### config.mk
export PLATFORM = sky130hd
export DESIGN_NAME = scan_display_driver
export DESIGN_NICKNAME = d
export VERILOG_FILES = /design/src/rtl/scan_display_driver.sv
export SDC_FILE = /design/constraint.sdc
export NUM_CORES = 1
export LEC_CHECK = 0
export ABC_CLOCK_PERIOD_IN_PS = 8130
export BUFFER_PORTS_ARGS = -buffer_cell sky130_fd_sc_hd__buf_2
export CAP_MARGIN = 10
export CORE_UTILIZATION = 57
export CTS_CLUSTER_SIZE = 20
export DETAILED_ROUTE_END_ITERATION = 10
export PLACE_DENSITY = 0.9
export REMOVE_ABC_BUFFERS = 1
export SYNTH_ARGS = -nofsm -noshare
export SYNTH_HDL_FRONTEND = slang
export SYNTH_SLANG_ARGS = --single-unit
### constraint.sdc
create_clock -name clock -period 8.13 [get_ports clock]
set_input_delay 0.4065 -clock clock [delete_from_list [all_inputs] [get_ports clock]]
set_output_delay 0.4065 -clock clock [all_outputs]
set_load 0.1 [all_outputs]
### src/rtl/scan_display_driver.sv
// Multiplexed 7-segment scanner: one digit per timed slot, dead-time blanking at slot start,
// per-digit enable mask, PWM brightness and a frame-done strobe on scan wrap.
module scan_display_driver #(
   parameter int unsigned DIGITS         = 4,
   parameter int unsigned SLOT_CYCLES    = 1024,
   parameter int unsigned DEAD_CYCLES    = 16,
   parameter int unsigned BRIGHT_W       = 4,
   parameter bit          SEL_ACTIVE_LOW = 1'b1,
   parameter bit          SEG_ACTIVE_LOW = 1'b0,
   localparam int unsigned IDX_W         = (DIGITS > 1) ? $clog2(DIGITS) : 1
) (
   input  logic                  clock,
   input  logic                  reset_n,
   input  logic [DIGITS-1:0]     enable_mask,
   input  logic [BRIGHT_W-1:0]   brightness,
   input  logic [8*DIGITS-1:0]   seg_data,
   output logic [DIGITS-1:0]     select,
   output logic [7:0]            segments,
   output logic [IDX_W-1:0]      digit_index,
   output logic                  frame_done
);

   localparam int unsigned CNT_W = $clog2(SLOT_CYCLES);
   localparam logic [CNT_W-1:0] CNT_LAST  = CNT_W'(SLOT_CYCLES - 1);
   localparam logic [CNT_W-1:0] DEAD_V    = CNT_W'(DEAD_CYCLES);
   localparam logic [CNT_W-1:0] DEAD_LAST = CNT_W'(DEAD_CYCLES - 1);

   typedef enum logic [1:0] {StIdle, StDead, StOn} state_e;

   state_e              state_q, state_d;
   logic [CNT_W-1:0]    cnt_q, cnt_d;
   logic [IDX_W-1:0]    idx_q, idx_d, nxt;
   logic [7:0]          pat_q, pat_d;
   logic                frame_q, frame_d;
   logic [DIGITS-1:0]   select_q, select_d, sel_vec;
   logic [7:0]          segments_q, segments_d, seg_vec;
   logic [BRIGHT_W-1:0] pwm_pos;
   logic                wrap, lit;

   // First enabled digit after cur (wrapping), or the lowest enabled one when leaving idle.
   function automatic logic [IDX_W-1:0] pick_next(input logic [DIGITS-1:0] mask,
                                                  input logic [IDX_W-1:0]  cur,
                                                  input logic              from_idle);
      logic [IDX_W-1:0] res;
      logic             found;
      int               j;
      res   = cur;
      found = 1'b0;
      for (int k = 0; k < int'(DIGITS); k++) begin
         if (from_idle) j = k;
         else           j = (int'(cur) + k + 1) % int'(DIGITS);
         if (!found && mask[j]) begin
            res   = IDX_W'(j);
            found = 1'b1;
         end
      end
      return res;
   endfunction

   always_comb begin
      wrap    = (cnt_q == CNT_LAST);
      cnt_d   = wrap ? '0 : cnt_q + 1'b1;
      nxt     = pick_next(enable_mask, idx_q, state_q == StIdle);
      state_d = state_q;
      idx_d   = idx_q;
      pat_d   = pat_q;
      frame_d = 1'b0;
      if (wrap) begin
         if (|enable_mask) begin
            state_d = StDead;
            idx_d   = nxt;
            pat_d   = seg_data[8*nxt +: 8];
            frame_d = (state_q != StIdle) && (nxt <= idx_q);
         end else begin
            state_d = StIdle;
         end
      end else if (state_q == StDead && cnt_q == DEAD_LAST) begin
         state_d = StOn;
      end
   end

   // Outputs are computed from next-state so the registers line up with the counter.
   always_comb begin
      pwm_pos = BRIGHT_W'(cnt_d - DEAD_V);
      lit     = (&brightness) || (pwm_pos < brightness);
      sel_vec = '0;
      if (state_d == StOn) sel_vec[idx_d] = 1'b1;
      seg_vec    = (state_d == StOn && lit) ? pat_d : 8'h00;
      select_d   = SEL_ACTIVE_LOW ? ~sel_vec : sel_vec;
      segments_d = SEG_ACTIVE_LOW ? ~seg_vec : seg_vec;
   end

   always_ff @(posedge clock or negedge reset_n) begin
      if (!reset_n) begin
         state_q    <= StIdle;
         cnt_q      <= '0;
         idx_q      <= '0;
         pat_q      <= '0;
         frame_q    <= 1'b0;
         select_q   <= {DIGITS{SEL_ACTIVE_LOW}};
         segments_q <= {8{SEG_ACTIVE_LOW}};
      end else begin
         state_q    <= state_d;
         cnt_q      <= cnt_d;
         idx_q      <= idx_d;
         pat_q      <= pat_d;
         frame_q    <= frame_d;
         select_q   <= select_d;
         segments_q <= segments_d;
      end
   end

   assign select      = select_q;
   assign segments    = segments_q;
   assign digit_index = idx_q;
   assign frame_done  = frame_q;

endmodule

Word-level counts from Yosys, hierarchy flattened

Cells that the tools add are included.

Register bits after elaboration: 35
Bits of input ports: 42
Output and inout bits: 15
Logic and storage cells: 89

Mux-type cells: 37
Reduce and logical (&&, ||, !) cells: 19
Bitwise logic cells: 5
Eq/ne operators: 4
Shift operators: 1
$lt $le $gt $ge: 8
Add/subtract/negate cells: 8

Operators with widths:

| kind                                                                           | count |
|---|---|
| 32-bit by 4-bit less-than comparator with 1-bit output (second input constant) | 4 |
| 32-bit 2-to-1 mux                                                              | 4 |
| 32-bit by 6-bit variable part select with 8-bit output                         | 1 |
| 8-bit 2-to-1 mux                                                               | 3 |
| 2-bit 2-to-1 mux                                                               | 8 |
| 1-bit 2-to-1 mux                                                               | 15 |
| 10-bit by 1-bit adder with 10-bit output (second input constant)               | 1 |
| 10-bit equality test (second input constant)                                   | 1 |
| 10-bit by 4-bit equality test with 1-bit output (second input constant)        | 1 |
| 10-bit 2-to-1 mux                                                              | 1 |
| 2-bit by 1-bit adder with 2-bit output (second input constant)                 | 4 |
| 1-bit binary-select mux with 2-bit select                                      | 4 |
| 2-bit OR reduction                                                             | 4 |
| 1-bit logical AND                                                              | 7 |
| 2-bit adder (second input constant)                                            | 2 |
| 1-bit bitwise AND (first input constant)                                       | 4 |
| 4-bit less-than comparator                                                     | 1 |
| 4-bit 2-to-1 mux                                                               | 1 |
| 4-bit NOT                                                                      | 1 |
| 4-bit AND reduction                                                            | 1 |
| 4-bit OR reduction                                                             | 1 |
| 4-bit by 1-bit subtractor with 4-bit output (second input constant)            | 1 |
| 1-bit zero test                                                                | 3 |
| 2-bit by 3-bit less-than comparator with 1-bit output (second input constant)  | 1 |
| other kinds (8)                                                                | 8 |

Logic depth before layout (Yosys ltp)

Depth after elaboration: 25
Mapped depth: 12
Mapped depth without buffers: 10

Worst setup path before layout

OpenSTA, ideal clock, no wires.

Path kind: register to register
Start point: register idx_q[1], in the netlist digit_index[1]
End point: register pat_q[0]
Slack: 4958 ps
Arrival time: 3046 ps
Period minus slack after synthesis: 3172 ps
Cell stages (with the launch flop): 10
Setup time: 126 ps
Cell sequence: dfrtp_1 > buf_6 > o21bai_4 > o22ai_1 > o211ai_1 > a22oi_2 > o41ai_4 > buf_6 > mux2_4 > a221o_1

Longest elaborated chain between the ends: 18

RTL lines:

| item                                                                                            | RTL line | text |
|---|---|---|
| start: declaration                                                                              | 32       | `logic [IDX_W-1:0] idx_q, idx_d, nxt;` |
| start signal: assignment                                                                        | 105      | `idx_q <= idx_d;` |
| parallel branches: the longest is 14 deep, another holds 2-bit by 1-bit adder with 2-bit output | --       |  |
| 2-bit 2-to-1 mux *                                                                              | 52       | `if (!found && mask[j]) begin` |
| 32-bit by 6-bit variable part select with 8-bit output *                                        | 72       | `pat_d = seg_data[8*nxt +: 8];` |
| 8-bit 2-to-1 mux *                                                                              | 69       | `if (\|enable_mask) begin` |
| 8-bit 2-to-1 mux *                                                                              | 68       | `if (wrap) begin` |
| via pat_d[0]                                                                                    | 33       | `logic [7:0] pat_q, pat_d;` |
| end signal: assignment                                                                          | 106      | `pat_q <= pat_d;` |
| end: declaration                                                                                | 33       |  |

Mark *: on every way through the listed nets, which the timed path passes. The select of a mux whose other input is x is not followed.

Final worst setup path

Start point: register idx_q[0], in the netlist digit_index[0]
End point: register pat_q[3]

Same word-level chain as after synthesis.

==> reports/summary.txt <==
SYNTHESIS
---------------------------------------------------------------------------------------
Flip-flop cell with the highest count after synthesis                      sky130_fd_sc_hd__dfrtp_1
Post-Synthesis Cells                                                                207
EDFF count, synth                                                                     0
Count leader, synth                                                        sky130_fd_sc_hd__dfrtp_1
Leading cell types by total area after synthesis                           sky130_fd_sc_hd__dfrtp_1, sky130_fd_sc_hd__mux2_4, sky130_fd_sc_hd__dfstp_2, sky130_fd_sc_hd__mux2_2, sky130_fd_sc_hd__a221o_1
Most numerous cell types in the synthesized netlist                        sky130_fd_sc_hd__dfrtp_1, sky130_fd_sc_hd__nand2_1, sky130_fd_sc_hd__nor2_1
Biggest area consumer among synthesized cells                              sky130_fd_sc_hd__dfrtp_1
Area of the mapped netlist                                                  0.00222 mm²
Number of distinct standard cells referenced by the synthesized netlist              58
Post-synthesis area per instance                                               10.7 µm²
Count of state elements after synthesis                                              35
Number of warnings reported in the yosys synthesis log                                0
Area share of the largest cell type after synthesis                               35.0%
Seq/Total Area, Yosys                                                             39.7%
Share of async-settable or async-resettable flops after synthesis                  100%

ROUTE
---------------------------------------------------------------------------------------
DR WL/cell                                                                      15.5 µm
DRC errors left                                                                       0
Wire length after detailed routing                                              4.85 mm
DR vias                                                                            1835
Count of antenna-violating nets left after detailed routing                           0
Post-detailed-route via-to-cell ratio                                              5.86
Number of violations reported at the end of detailed-routing iteration 0            108
First-pass DRT Iterations                                                             4

TIMING
---------------------------------------------------------------------------------------
Worst Skew                                                                      11.6 ps
Worst path setup slack after routing                                            5230 ps
Peak Freq                                                                       344 MHz
Unrepaired setup endpoints after global routing                                   false
Min Tclk post-route                                                             2900 ps
Number of pins with negative max-slew slack in the final report                       0
Relative max-transition margin                                                    49.4%
Fraction of the cycle the final worst path needs                                  35.7%
Count of final hold-check violations                                                  0
Actual slew at the worst max-slew pin                                            760 ps
Final setup violation count                                                           0
Setup total negative slack                                                         0 ps
Final hold slack                                                                 169 ps

GLOBAL ROUTE
---------------------------------------------------------------------------------------
Global-route met1 utilization                                                     34.1%
Number of antenna violations at the first check in global routing                     0
Number of global-route vias before repair                                          1785
Grt peak-use layer                                                                 met2
GR Overflow Total                                                                     0
Wire length of the first global-routing pass                                    8.23 mm
Global router's overall resource usage                                            26.4%
Met3 layer usage reported by global route                                         6.43%
GR Util met2                                                                      41.2%
Maximum number of pins on one net before global-route repair                         36

RUN
---------------------------------------------------------------------------------------
Reported max-cap violation count                                                      0

CLOCK TREE
---------------------------------------------------------------------------------------
Register clock-pin slew on the reported worst setup and hold paths                80 ps
Maximum level of the CTS H-tree                                                       2
Post-CTS setup buffer count                                                           0
CTS tree                                                                           done
Insertion delay to the later sink of the worst-skew pair                         300 ps
Total CTS buffers                                                                     5
Post-CTS Hold Buffers                                                                 0
Bufs on Longest Clock Path                                                            2
Total clock sinks                                                                    35
Number of resized instances in the post-cts repair step                               0
Cell chosen for the clock root                                             sky130_fd_sc_hd__clkbuf_8

POWER AND IR DROP
---------------------------------------------------------------------------------------
Flop pwr share                                                                    51.6%
Leakage Power                                                                   1.22 nW
Gate power share                                                                  11.0%
Power dissipated by switching net loads                                       0.0837 mW
Sw Ratio                                                                          24.8%
Clock network power share                                                         37.3%
Maximum vdd ir drop                                                            0.111 mV
Int Pwr                                                                        0.253 mW
Power Density                                                                130 mW/mm²

FINAL LAYOUT
---------------------------------------------------------------------------------------
Final core occ                                                                    70.5%
Fraction of final layout cells sized beyond drive strength 1                      38.9%
Net total in the final layout                                                       312
Synth-to-Final Area Change                                                        17.1%
Antenna fix cells                                                                     0
Number of inserted filler cells in the final layout                                 286

DIE
---------------------------------------------------------------------------------------
Die area                                                                    0.00415 mm²
Number of primary I/O pins                                                           57
Die extent in x                                                                 64.4 µm
Chip Height                                                                     64.4 µm
Core area                                                                   0.00369 mm²
Number of placement rows                                                             22
Initial cell density of the core                                                  60.1%

SETUP PATH
---------------------------------------------------------------------------------------
Critical path start-end classification                                     register to register
Worst Setup Start Kind                                                         register
Required time at the worst-slack endpoint                                       8300 ps
Nature of the critical path endpoint                                           register
Crit path arrival time                                                          3070 ps
R2r worst-path depth                                                                  8
Setup slack, reg-to-reg                                                         5230 ps
Worst Path Max Fanout                                                                18
Critical-path cell list                                                    nand2b_1 > o32a_2 > nand2_1 > a22oi_2 > o41ai_4 > buf_4 > mux2_2 > a221o_1
Slowest stage delay, CP                                                          660 ps
Critical register-to-register path endpoint                                    pat_q[3]
Cell with the largest stage delay on the worst path                        sky130_fd_sc_hd__dfrtp_1
Startpoint of the worst-slack reg-to-reg timing path                       digit_index[0]

PLACED DESIGN
---------------------------------------------------------------------------------------
Sum of net half-perimeters after detailed placement                             3.55 mm
Port Buffers                                                                         56
Placement Setup Slack                                                           5280 ps
RePlAce Congestion                                                                0.873

MIN PATH
---------------------------------------------------------------------------------------
Classification of the worst-slack hold path                                input port to async pin

OUTCOME
---------------------------------------------------------------------------------------
Status                                                                        completed

[per-layer routing]
| metal | share of wire [%] | vias to the layer above |
|---|---|---|
| li1 | - | 866 |
| met5 | 0 | - |
| met1 | 43 | 887 |
| met2 | 49 | 67 |
| met4 | 3.4 | 0 |
| met3 | 5.3 | 15 |
[power groups by stage]
stage	clock [mW]	sequential, mW	combinational [mW]
after floorplan	0	0.177	0.0185
after global placement	0	0.177	0.0358
after detailed placement	0	0.177	0.0373
after CTS	0.127	0.174	0.0374
after global routing	0.135	0.174	0.0409
final	0.126	0.174	0.0372
[area by class of cell]
cell class              count  area [µm²]  area share (%)
clock buffers               6        72.6            2.79
clock inverters             2        12.5           0.481
inverters                  11        41.3            1.59
multi-input cells         153        1240            47.6
flip-flops and latches     35         881            33.9
well taps                  48        60.1            2.31
repair buffers             58         295            11.4
[metrics by stage]
stage	total power, mW	cells	instance area (µm²)
after floorplan	0.196	199	2150
after global placement	0.213	305	2510
after detailed placement	0.215	305	2510
after CTS	0.339	313	2600
after global routing	0.350	313	2600
final	0.337	313	2600
[sequential cells by signal, summed over array words and instances, names as in the netlist]
signal	count
frame_done	1
cnt_q	10
digit_index	2
pat_q	8
select	4
state_q	2
segments	8
[placed cells by master, fill, tap and decap left out, types with 3 or more instances in the layout]
cell type / Yosys / layout
sky130_fd_sc_hd__a21o_1: 3 / 3
sky130_fd_sc_hd__a21oi_1: 7 / 7
sky130_fd_sc_hd__a221o_1: 8 / 8
sky130_fd_sc_hd__and2_1: 8 / 8
sky130_fd_sc_hd__buf_2: 0 / 56
sky130_fd_sc_hd__clkbuf_8: 0 / 5
sky130_fd_sc_hd__dfrtp_1: 31 / 31
sky130_fd_sc_hd__dfstp_2: 4 / 4
sky130_fd_sc_hd__ha_1: 6 / 6
sky130_fd_sc_hd__inv_1: 11 / 11
sky130_fd_sc_hd__mux2_2: 8 / 8
sky130_fd_sc_hd__mux2_4: 8 / 8
sky130_fd_sc_hd__nand2_1: 17 / 17
sky130_fd_sc_hd__nand2b_1: 4 / 4
sky130_fd_sc_hd__nand3_1: 5 / 5
sky130_fd_sc_hd__nand3b_1: 3 / 3
sky130_fd_sc_hd__nor2_1: 17 / 17
sky130_fd_sc_hd__nor2b_1: 3 / 3
sky130_fd_sc_hd__o211ai_1: 3 / 3
sky130_fd_sc_hd__o21ai_0: 6 / 6
sky130_fd_sc_hd__xnor2_1: 5 / 5
[worst max-delay path: cells and delay by family (launching register included)]
kind                   cells  cell delay, ps
AO/OA/AOI/OAI              4            1130
buffers and inverters      1             320
flip-flops                 1             660
multiplexers               1             380
AND/OR/NAND/NOR            2             270
[cell families after synthesis]
logic type / after synthesis / share of synthesized area [%]
AO/OA/AOI/OAI: 51 / 21.6
XOR/XNOR: 7 / 2.76
adder cells (fa/ha/maj): 6 / 3.38
buffers and inverters: 19 / 4.91
flip-flops: 35 / 39.7
multiplexers: 18 / 10.4
AND/OR/NAND/NOR: 71 / 17.2
[how the worst max path moves through the flow]
stage | start | to | slack, ps | cells after the start
final | digit_index[0] | pat_q[3] | 5230 | 8
after global routing | cnt_q[0] | segments[7] | 5050 | 9
after CTS | digit_index[0] | pat_q[3] | 5240 | 8
after detailed placement | cnt_q[0] | segments[6] | 5280 | 9
after global placement | cnt_q[0] | segments[3] | 5340 | 9
after floorplan | digit_index[0] | pat_q[0] | 4490 | 7
Note: power is estimated with default switching activity, not from simulation.
